**config.mk**
```make
export PLATFORM = sky130hd
export DESIGN_NAME = branch_select_arb
export DESIGN_NICKNAME = d
export VERILOG_FILES = /design/src/rtl/branch_select_arb_pkg.sv /design/src/rtl/branch_select_arb_age_min_tree.sv /design/src/rtl/branch_select_arb.sv
export SDC_FILE = /design/constraint.sdc
export NUM_CORES = 1
export LEC_CHECK = 0
export BUFFER_PORTS_ARGS = -buffer_cell sky130_fd_sc_hd__buf_2
export CORE_UTILIZATION = 30
export CTS_BUF_LIST = sky130_fd_sc_hd__clkbuf_8
export CTS_CLUSTER_SIZE = 8
export DETAILED_ROUTE_END_ITERATION = 6
export HOLD_SLACK_MARGIN = 0.12
export PLACE_DENSITY = 0.6
export SLEW_MARGIN = 20
export SYNTH_ARGS = -nofsm -noshare
export SYNTH_HDL_FRONTEND = slang
export SYNTH_HIERARCHICAL = 1
export SYNTH_SLANG_ARGS = --single-unit
```
**constraint.sdc**
```tcl
create_clock -name clk -period 7.7 [get_ports clk]
set_input_delay 0 -clock clk [delete_from_list [all_inputs] [get_ports clk]]
set_output_delay 0 -clock clk [all_outputs]
set_load 0.05 [all_outputs]
```
**src/rtl/branch_select_arb_pkg.sv**
```systemverilog
// Shared types for the branch select arbiter: the branch provider record,
// the flush-window FSM state encoding and the default sequence number width.
package branch_select_arb_pkg;

  localparam int unsigned SQN_W_DEF = 6;
  localparam int unsigned PC_W      = 32;

  typedef struct packed {
    logic                 taken;
    logic [PC_W-1:0]      dstPC;
    logic [SQN_W_DEF-1:0] sqN;
    logic [SQN_W_DEF-1:0] loadSqN;
    logic [SQN_W_DEF-1:0] storeSqN;
    logic                 flush;
  } BranchProv;

  typedef enum logic [1:0] {
    MS_IDLE,
    MS_FLUSH,
    MS_DRAIN
  } MispredState_t;

endpackage

```
**src/rtl/branch_select_arb_age_min_tree.sv**
```systemverilog
// age_min_tree: balanced comparison tree returning the index of the valid
// entry with the smallest age. Ties resolve to the lower index.
module age_min_tree #(
  parameter int unsigned N     = 4,
  parameter int unsigned AGE_W = 6,
  parameter int unsigned IDX_W = (N > 1) ? $clog2(N) : 1
) (
  input  logic [N-1:0]     valid,
  input  logic [AGE_W-1:0] age [N],
  output logic [IDX_W-1:0] win_idx,
  output logic             win_vld
);

  localparam int unsigned LVLS   = (N > 1) ? $clog2(N) : 0;
  localparam int unsigned LEAVES = 1 << LVLS;

  // Level 0 holds the (padded) leaves; each higher level halves the node count.
  for (genvar l = 0; l <= LVLS; l++) begin : g_lvl
    localparam int unsigned W = LEAVES >> l;
    for (genvar j = 0; j < W; j++) begin : g_node
      logic             v;
      logic [AGE_W-1:0] a;
      logic [IDX_W-1:0] ix;
      if (l == 0) begin : g_leaf
        if (j < N) begin : g_used
          assign v  = valid[j];
          assign a  = age[j];
          assign ix = IDX_W'(j);
        end else begin : g_pad
          assign v  = 1'b0;
          assign a  = '0;
          assign ix = '0;
        end
      end else begin : g_cmp
        logic pick_r;
        // Right child wins only when strictly younger-in-age, keeping the lower index on ties.
        assign pick_r = g_lvl[l-1].g_node[2*j+1].v &&
                        (!g_lvl[l-1].g_node[2*j].v ||
                         (g_lvl[l-1].g_node[2*j+1].a < g_lvl[l-1].g_node[2*j].a));
        assign v  = g_lvl[l-1].g_node[2*j].v | g_lvl[l-1].g_node[2*j+1].v;
        assign a  = pick_r ? g_lvl[l-1].g_node[2*j+1].a  : g_lvl[l-1].g_node[2*j].a;
        assign ix = pick_r ? g_lvl[l-1].g_node[2*j+1].ix : g_lvl[l-1].g_node[2*j].ix;
      end
    end
  end

  assign win_vld = g_lvl[LVLS].g_node[0].v;
  assign win_idx = g_lvl[LVLS].g_node[0].ix;

endmodule

```
**src/rtl/branch_select_arb.sv**
```systemverilog
// branch_select_arb: picks the oldest taken branch (age relative to the ROB
// head), runs the IDLE/FLUSH/DRAIN flush window that suppresses younger
// redirects, and counts accepted redirects (saturating).
// Optional: BRANCH_SEL_OUT_REG_EN registers OUT_branch (one cycle latency).
module branch_select_arb
  import branch_select_arb_pkg::*;
#(
  parameter int unsigned NUM_BRANCHES = 4,
  parameter int unsigned SQN_W        = SQN_W_DEF,
  parameter int unsigned CNT_W        = 16
) (
  input  logic             clk,
  input  logic             rst,
  input  BranchProv        IN_branches [NUM_BRANCHES],
  input  logic [SQN_W-1:0] IN_ROB_curSqN,
  input  logic [SQN_W-1:0] IN_RN_nextSqN,
  output BranchProv        OUT_branch,
  output logic             OUT_mispredFlush,
  output logic [CNT_W-1:0] OUT_mispredCount
);

  localparam int unsigned IDX_W = (NUM_BRANCHES > 1) ? $clog2(NUM_BRANCHES) : 1;

  MispredState_t           state;
  logic [SQN_W-1:0]        flush_sqn;
  logic [SQN_W-1:0]        flush_age;
  logic [SQN_W-1:0]        age [NUM_BRANCHES];
  logic [NUM_BRANCHES-1:0] elig;
  logic [IDX_W-1:0]        win_idx;
  logic                    win_vld;
  BranchProv               winner;
  logic                    flush_q;
  logic [CNT_W-1:0]        cnt_q;

  // Ages relative to the ROB head; inside an open window, anything not strictly older than the flush point is dropped.
  always_comb begin
    flush_age = flush_sqn - IN_ROB_curSqN;
    for (int unsigned i = 0; i < NUM_BRANCHES; i++) begin
      age[i]  = IN_branches[i].sqN - IN_ROB_curSqN;
      elig[i] = IN_branches[i].taken && !((state != MS_IDLE) && (age[i] >= flush_age));
    end
  end

  age_min_tree #(
    .N     (NUM_BRANCHES),
    .AGE_W (SQN_W),
    .IDX_W (IDX_W)
  ) u_tree (
    .valid   (elig),
    .age     (age),
    .win_idx (win_idx),
    .win_vld (win_vld)
  );

  // Winner record with taken forced high.
  always_comb begin
    winner       = IN_branches[win_idx];
    winner.taken = 1'b1;
  end

`ifdef BRANCH_SEL_OUT_REG_EN
  BranchProv out_q;

  // Registered redirect, aligned with the FSM/counter update.
  always_ff @(posedge clk or negedge rst) begin
    if (!rst) out_q <= '0;
    else      out_q <= win_vld ? winner : '0;
  end

  assign OUT_branch = out_q;
`else
  // Combinational redirect, forced to zero while reset is held.
  always_comb begin
    OUT_branch = (rst && win_vld) ? winner : '0;
  end
`endif

  // Flush-window FSM and saturating redirect counter; an accept overrides any other transition.
  always_ff @(posedge clk or negedge rst) begin
    if (!rst) begin
      state     <= MS_IDLE;
      flush_sqn <= '0;
      flush_q   <= 1'b0;
      cnt_q     <= '0;
    end else if (win_vld) begin
      flush_sqn <= winner.sqN;
      if (cnt_q != '1) cnt_q <= cnt_q + CNT_W'(1);
      if (IN_ROB_curSqN != IN_RN_nextSqN) begin
        state   <= MS_FLUSH;
        flush_q <= 1'b1;
      end else begin
        state   <= MS_IDLE;
        flush_q <= 1'b0;
      end
    end else begin
      case (state)
        MS_FLUSH: if (IN_ROB_curSqN == IN_RN_nextSqN) state <= MS_DRAIN;
        MS_DRAIN: begin
          state   <= MS_IDLE;
          flush_q <= 1'b0;
        end
        default: ;
      endcase
    end
  end

  assign OUT_mispredFlush = flush_q;
  assign OUT_mispredCount = cnt_q;

endmodule

```
==> impl_metrics.py, run 1 <==
metrics = {
    "timing": {
        "rsz0062_at_grt": "false",
        "finalSetupViolations": 0,
        "fin_ws_ps": 655.1,
        "final_max_slew_viol_count": 0,
        "hold_ws_ps": 172.2,
        "worst_slew_pin_slew_ps": 715.7,
        "final.min_clock_period_ps": 7045,
        "skew_ps": 7.950,
        "relSlewSlack_pct": 52.29,
        "finalHoldViolCount": 0,
        "fmax_mhz": 141.9,
        "fin_crit_sh_pct": 91.49,
        "tns_ps": 0,
    },
    "routing": {
        "vias": 5125,
        "ant_nets": 0,
        "dr.first_iter.drc_count": 267,
        "avgRoutedWirePerCell_um": 18.65,
        "vias_per_cell": 5.084,
        "totalWireLength_mm": 18.80,
        "first_pass_iters": 4,
        "drc_errors": 0,
    },
    "cts": {
        "clkLatencyLatePin_ps": 270,
        "clock-sinks": 25,
        "cts-root-to-sink-buffers": 2,
        "cts_tree": "built",
        "numCtsBuffers": 3,
        "cts-root-buf": "clkbuf_8",
        "htreeDepth": 1,
        "path_clk_slew_ps": 90,
        "post-cts-setup-buffer-count": 0,
    },
    "synth": {
        "synth_seq_cells": 25,
        "synthTopCellsByArea": "mux4_2, ha_1, dfrtp_1",
        "synth_common_cells": "ha_1, and2_1, mux4_2, inv_1, nand2_1",
        "yosysTopAreaCell": "mux4_2",
        "ys_types": 53,
        "synth-async-reset-ratio_pct": 100.0,
        "ys_seq_area_share_pct": 12.73,
        "synth_edf_count": 0,
        "yosys_warnings": 6,
        "synth_area_mm2": 0.004916,
        "avgSynthCellArea_um2": 9.658,
        "synth_cells": 509,
        "synth_most_common_cell": "ha_1",
        "ys.flop_type": "dfrtp_1",
        "synth.top_cell.area_share_pct": 23.36,
        "synth_nets": 793,
    },
    "worst_setup_path": {
        "cp.depth": 26,
        "reg2reg_depth": 25,
        "path_buf_inv": 5,
        "end_kind": "output pin",
        "cp.arrival_ps": 7040,
        "critical_path_class": "reg2out",
        "critPathLaunchType": "flip-flop",
        "cpPeakStageDelay_ps": 600,
        "crit_slowest_cell": "mux4_2",
        "critical_path.top_delay_family": "compound AO/OA/AOI/OAI gates",
        "crit_fanout": 31,
        "cp.required_ps": 7700,
    },
    "final_layout": {
        "nFillCells": 1632,
        "multiInputGateArea_mm2": 0.004036,
        "area_growth_pct": 35.58,
        "fin_nets": 1072,
        "finalInstanceArea_mm2": 0.006665,
        "drive_gt1_share_pct": 47.65,
        "register_area_um2": 625.6,
    },
    "placement": {
        "port_buffers": 290,
        "dp_hpwl_mm": 16.20,
        "dp_slack_ps": 946.1,
        "gp_congestion": 0.8564,
        "dpl_cell_area_mm2": 0.006594,
    },
    "run": {
        "drv_cap": 0,
    },
    "die": {
        "fp.dieW_um": 130.0,
        "die_area_mm2": 0.01690,
        "std_cell_rows": 46,
        "initial_core_util_pct": 30.84,
        "coreArea_mm2": 0.01594,
        "die_h_um": 130.0,
        "ioPinCount": 291,
    },
    "global_route": {
        "grt_pass1_wl_mm": 26.68,
        "grt_max_degree": 52,
        "track_usage_pct": 20.95,
        "antenna_found_initial": 4,
        "grt_pass1_vias": 4880,
        "grt.overflow.total": 0,
    },
    "worst_hold_path": {
        "hold_class": "in2reg",
        "hold_path_depth": 5,
    },
    "status": {
        "status": "complete, no violations",
    },
}
-- worst reg2reg max path, stage by stage, from the launching register on --
cell,delay (ps)
dfrtp_1,370
inv_1,80
ha_1,180
inv_1,60
fa_1,390
xnor2_1,470
ha_1,330
o21ai_0,150
a21oi_1,70
o2bb2ai_1,130
o21ai_0,90
a21oi_1,420
inv_1,160
o311ai_4,580
mux2i_1,300
ha_1,270
a21o_1,180
a21oi_1,140
nor2b_1,60
o22ai_1,220
nand2_1,90
a311o_1,360
o21ai_4,90
buf_4,520
mux4_2,610
mux2_2,270
-- per-stage QoR --
step	cells	util, %
4_1_cts	1003	41.73
2_1_floorplan	509	-
3_3_place_gp	998	41.36
3_5_place_dp	998	41.36
6_report	1008	41.81
5_1_grt	1004	41.74
-- final timing paths --
check / start / to / slack [ps]
max: flush_sqn[0] / OUT_branch[1] / 660
min in group asynchronous: rst / OUT_mispredCount[5] / 250
max reg2reg: flush_sqn[0] / flush_sqn[2] / 1010
min reg2reg: OUT_mispredCount[15] / OUT_mispredCount[15] / 500
max in group asynchronous: rst / OUT_mispredCount[10] / 7040
min: IN_RN_nextSqN[3] / OUT_mispredFlush / 170
-- per-layer routing --
layer  routed length (um)  global-route usage, %  part of all wire [%]
met3                 1270                  4.346                   6.8
met4                  314                  4.514                   1.7
met1                 7925                  26.15                    42
met5                   13                      0                 0.069
met2                 9277                  37.09                    49
-- cell usage in the layout, fill, tap and decap left out, drive strengths merged, types with 10 or more instances in the layout --
| cell | n |
|---|---|
| inv | 48 |
| o21ai | 25 |
| ha | 57 |
| a21oi | 29 |
| buf | 294 |
| mux2 | 10 |
| nand3 | 11 |
| dfrtp | 25 |
| nor2 | 23 |
| xor2 | 21 |
| nand2 | 31 |
| mux4 | 51 |
| and2 | 54 |
| xnor2 | 15 |
-- area by class of cell --
| cell class | count | share of cell area, % |
|---|---|---|
| clock inverter | 1 | 0.1126 |
| sequential | 25 | 9.386 |
| antenna | 5 | 0.1877 |
| timing repair buffer | 295 | 22.38 |
| clock buffer | 3 | 0.6195 |
| tap | 216 | 4.055 |
| multi-input combinational | 415 | 60.56 |
| inverter | 48 | 2.703 |
-- cells by family (layout without fill, tap and decap cells) --
family	after synthesis	count (layout)	share of synthesized area, %
AOI/OAI and AO/OA	100	100	14.18
adders and majority gates	62	62	16.54
DFF	25	25	12.73
muxes	67	67	26.88
buffers and inverters	69	347	5.625
other	0	5	0
and+or+nand+nor	150	150	16.11
xor gates and xnor gates	36	36	7.941
-- sequential cells by signal, summed over array words and instances, names as in the netlist --
name	count
state	2
flush_sqn	6
OUT_mispredFlush	1
OUT_mispredCount	16
-- what timing repair did --
item / 4_1_cts / 5_1_grt
hold buffers: 1 / 0
resized for setup: 0 / 0
endpoints found under the hold margin: 25 / 0
Power of run 1 is left out: the tool's default activity adds up to more than one toggle a clock period on the data nets, which glitch-free logic cannot reach.
==> run 2, diff against run 1 <==
Settings changed: BUFFER_PORTS_ARGS -buffer_cell sky130_fd_sc_hd__buf_2 to unset, CORE_AREA set to 2 2 113 115, CORE_UTILIZATION 30 to unset, DIE_AREA set to 0 0 115 117, DONT_BUFFER_PORTS set to 1, PLACE_DENSITY 0.6 to 0.56.
==> impl_metrics.py, run 2 (same netlist as run 1, synthesis figures left out) <==
metrics = {
    "status": {
        "status": "complete, no violations",
    },
    "timing": {
        "finalSetupViolations": 0,
        "fin_crit_sh_pct": 93.28,
        "rsz0062_at_grt": "false",
        "fmax_mhz": 139.2,
        "tns_ps": 0,
        "skew_ps": 9.516,
        "worst_slew_pin_slew_ps": 1038,
        "final.min_clock_period_ps": 7183,
        "finalHoldViolCount": 0,
        "final_max_slew_viol_count": 0,
        "relSlewSlack_pct": 30.83,
    },
    "worst_setup_path": {
        "end_kind": "flip-flop",
        "cp.arrival_ps": 7340,
        "cp.required_ps": 7860,
        "path_buf_inv": 6,
        "r2r_slack_ps": 520,
        "crit_fanout": 29,
        "critical_path_class": "reg2reg",
        "crit_slowest_cell": "o311ai_4",
        "cpPeakStageDelay_ps": 610,
        "critPathLaunchType": "flip-flop",
        "critical_path.top_delay_family": "compound AO/OA/AOI/OAI gates",
    },
    "cts": {
        "htreeDepth": 1,
        "clkLatencyLatePin_ps": 270,
        "numCtsBuffers": 3,
        "cts-root-buf": "clkbuf_8",
        "path_clk_slew_ps": 100,
        "cts_tree": "built",
        "clock-sinks": 25,
        "cts-root-to-sink-buffers": 2,
    },
    "global_route": {
        "grt_pass1_vias": 4109,
        "grt_pass1_wl_mm": 24.61,
        "track_usage_pct": 24.57,
        "grt_max_degree": 53,
        "antenna_found_initial": 5,
        "grt.overflow.total": 0,
    },
    "final_layout": {
        "drive_gt1_share_pct": 17.16,
        "final_common_cell": "ha_1",
        "post-route-util_pct": 42.95,
        "largest_reg_flops": 16,
        "fin_nets": 792,
        "area_growth_pct": 7.559,
        "mostFrequentLayoutCells": "ha_1, and2_1, mux4_2",
    },
    "routing": {
        "totalWireLength_mm": 17.86,
        "dr.first_iter.drc_count": 379,
        "vias_per_cell": 6.335,
        "avgRoutedWirePerCell_um": 26.93,
        "drc_errors": 0,
        "vias": 4200,
        "ant_nets": 0,
        "first_pass_iters": 5,
    },
    "die": {
        "die_area_mm2": 0.01346,
        "coreArea_mm2": 0.01231,
        "std_cell_rows": 41,
        "ioPinCount": 291,
        "fp.dieW_um": 115,
        "die_h_um": 117,
        "initial_core_util_pct": 39.93,
    },
    "run": {
        "drv_cap": 0,
    },
    "placement": {
        "dp_hpwl_mm": 15.07,
        "gp_congestion": 0.9208,
        "port_buffers": 0,
    },
    "worst_hold_path": {
        "hold_class": "in2reg",
    },
}
-- run 2: timing repair --
item,in CTS,in global routing
resized for setup,0,1
setup endpoints to repair,0,3
endpoints found under the hold margin,31,0
buffers inserted,0,0
hold buffers,12,0
-- run 2: worst min-delay path, stage by stage --
cell     delay [ps]
xor2_1          100
nor3_1           70
o21ai_0          70
o21a_1          110
-- run 2: final cells by class --
cell class | instances | area, um^2
Antenna cell | 6 | 15.01
Inverter | 48 | 180.2
Fill cell | 1196 | 7024
Multi-Input combinational cell | 415 | 4045
Clock buffer | 3 | 41.29
Clock inverter | 1 | 7.507
Tap cell | 150 | 187.7
Timing Repair Buffer | 15 | 185.2
Sequential cell | 25 | 625.6
-- run 2: worst paths after layout --
| check | cells past startpoint | from | end |
|---|---|---|---|
| min | 4 | IN_ROB_curSqN[1] | state[0] |
| max | 27 | flush_sqn[0] | flush_sqn[3] |
| max reg2reg | 27 | flush_sqn[0] | flush_sqn[3] |
| min in group asynchronous | 2 | rst | OUT_mispredCount[6] |
| min reg2reg | 1 | flush_sqn[2] | flush_sqn[2] |
| max in group asynchronous | 2 | rst | flush_sqn[1] |
-- run 2: routing by layer --
layer  wire, um  share of wire (%)  global-route usage, %
met1       6962                 39                  30.00
met2       8599                 48                  41.41
met3       1895                 11                  9.423
met4        335                1.9                  4.900
met5         60               0.34                  2.963
-- run 2: through the flow --
stage	hold WS, ps	cell area, um^2	worst slack (ps)	cells
4_1_cts	123.5	5238	311.9	656
3_3_place_gp	-295.1	5059	997.7	640
5_1_grt	127.0	5280	3.964	660
6_report	113.2	5288	517.5	663
2_1_floorplan	-295.6	4916	2022	509
3_5_place_dp	-295.2	5059	866.4	640
Power of run 2 is left out for the same reason.
==> run 3, diff against run 2 <==
Settings changed: ABC_AREA set to 1, CORE_AREA 2 2 113 115 to 2 2 114 116, DIE_AREA 0 0 115 117 to 0 0 116 118, PLACE_DENSITY 0.56 to 0.58.
Clock period 7.7 ns to 9.2 ns, I/O delays scaled along.
==> impl_metrics.py, run 3 <==
metrics = {
    "global_route": {
        "grt_util_met2_pct": 47.30,
        "use_met3_pct": 4.222,
        "grt-busiest-layer": "met2",
        "grt_pass1_wl_mm": 29.36,
        "grt.overflow.total": 0,
        "grt_pass1_vias": 5506,
        "track_usage_pct": 27.47,
        "antenna_found_initial": 3,
        "grt_max_degree": 106,
        "grt_use_met1_pct": 34.25,
    },
    "worst_setup_path": {
        "cp.arrival_ps": 6800,
        "end_kind": "output pin",
        "critical_path_class": "reg2out",
        "crit_slowest_cell": "a21oi_1",
        "critPathLaunchType": "flip-flop",
        "crit_fanout": 52,
        "cpPeakStageDelay_ps": 970,
        "cp.required_ps": 9200,
        "cpMostUsedCell": "nand2_1",
    },
    "cts": {
        "path_clk_slew_ps": 90,
        "ctsResizeCount": 0,
        "clock-sinks": 25,
        "cts-root-to-sink-buffers": 2,
        "cts-root-buf": "clkbuf_8",
        "numCtsBuffers": 3,
        "cts_tree": "built",
        "clkLatencyLatePin_ps": 270,
        "cts_hold_buffers": 8,
        "post-cts-setup-buffer-count": 0,
        "htreeDepth": 1,
    },
    "status": {
        "status": "complete, no violations",
    },
    "timing": {
        "final_max_slew_viol_count": 0,
        "fin_crit_sh_pct": 73.87,
        "worst_slew_pin_slew_ps": 1232,
        "finalSetupViolations": 0,
        "relSlewSlack_pct": 18.10,
        "rsz0062_at_grt": "false",
        "skew_ps": 7.347,
        "finalHoldViolCount": 0,
        "tns_ps": 0,
        "fmax_mhz": 147.1,
        "final.min_clock_period_ps": 6796,
    },
    "routing": {
        "vias_per_cell": 5.378,
        "totalWireLength_mm": 19.96,
        "dr.first_iter.drc_count": 505,
        "avgRoutedWirePerCell_um": 18.16,
        "first_pass_iters": 5,
        "ant_nets": 0,
        "drc_errors": 0,
        "vias": 5910,
    },
    "synth": {
        "synth_seq_cells": 25,
        "synth_nets": 1230,
        "synth.top_cell.area_share_pct": 15.31,
        "synth_cells": 946,
        "synth-async-reset-ratio_pct": 100.0,
        "ys_types": 36,
        "synth_common_cells": "nor2_1, nand2_1, inv_1, o21ai_0, a21oi_1",
        "synth_area_mm2": 0.005270,
        "synthTopCellsByArea": "nor2_1, ha_1, nand2_1",
        "avgSynthCellArea_um2": 5.571,
        "synth_most_common_cell": "nor2_1",
        "yosys_warnings": 6,
        "ys_seq_area_share_pct": 11.87,
        "yosysTopAreaCell": "nor2_1",
        "synth_edf_count": 0,
        "ys.flop_type": "dfrtp_1",
    },
    "final_layout": {
        "mostFrequentLayoutCells": "nor2_1, nand2_1, inv_1",
        "final_common_cell": "nor2_1",
        "drive_gt1_share_pct": 4.113,
        "largest_reg_flops": 16,
        "fin_nets": 1209,
        "area_growth_pct": 5.010,
        "fin_cells": 1099,
        "nFillCells": 1411,
        "post-route-util_pct": 44.58,
    },
    "die": {
        "std_cell_rows": 41,
        "fp.dieW_um": 116,
        "ioPinCount": 291,
        "die_h_um": 118,
        "coreArea_mm2": 0.01241,
        "initial_core_util_pct": 42.45,
        "die_area_mm2": 0.01369,
    },
    "worst_hold_path": {
        "hold_class": "in2reg",
    },
    "run": {
        "drv_cap": 0,
    },
    "placement": {
        "port_buffers": 0,
        "dp_hpwl_mm": 16.19,
        "gp_congestion": 0.9234,
        "placedCellCount": 1084,
    },
}
run 3: logic make-up (layout without fill, tap and decap cells):
logic type | after synthesis | after routing | synth area share [%]
simple gates | 469 | 469 | 35.99
other cells | 0 | 3 | 0
fa+ha+maj | 62 | 62 | 15.43
compound gates | 202 | 202 | 19.59
buf+inv | 155 | 133 | 11.49
flops | 25 | 25 | 11.87
xor+xnor | 33 | 33 | 5.627
run 3: worst max-delay path, delay by kind of cell, from the launching register on:
kind	cells	cell delay, ps
xor gates and xnor gates	1	390
DFF	1	360
and+or+nand+nor	13	1010
buffers and inverters	6	1780
AOI/OAI and AO/OA	6	1780
adders and majority gates	4	1170
run 3: worst paths after layout:
check                                startpoint                   to  depth (start not counted)  slack (ps)
worst max-delay path               flush_sqn[0]       OUT_branch[10]                         30        2400
worst min-delay path            IN_branches[17]         flush_sqn[4]                          4         150
worst max register to register     flush_sqn[0]         flush_sqn[0]                         30        3340
worst min register to register     flush_sqn[4]         flush_sqn[4]                          2         500
max in group asynchronous                   rst         flush_sqn[1]                          2        8870
min in group asynchronous                   rst  OUT_mispredCount[0]                          2         170
run 3: final cells by class:
type	count	area, um^2	share of cell area (%)
diodes	3	7.507	0.1357
clock buffers	3	41.29	0.7461
clock inverters	1	5.005	0.09044
multi-input cells	766	4061	73.39
inverters	112	420.4	7.597
well taps	172	215.2	3.889
repair buffers	17	157.7	2.849
flip-flops and latches	25	625.6	11.30
run 3: metal layers:
layer / vias to the layer above / wire (um)
li1: 2991 / -
met3: 40 / 1541
met1: 2620 / 8004
met5: - / 0
met2: 259 / 9777
met4: 0 / 632
run 3: metrics by stage:
stage	instance area [um^2]	setup slack, ps	hold WS, ps
floorplan	5270	4306	-295.6
global placement	5375	2866	-295.1
detailed placement	5379	2756	-295.1
CTS	5515	2452	135.5
global route	5534	1914	157.0
finish	5534	2404	146.6
Power of run 3 is left out for the same reason.
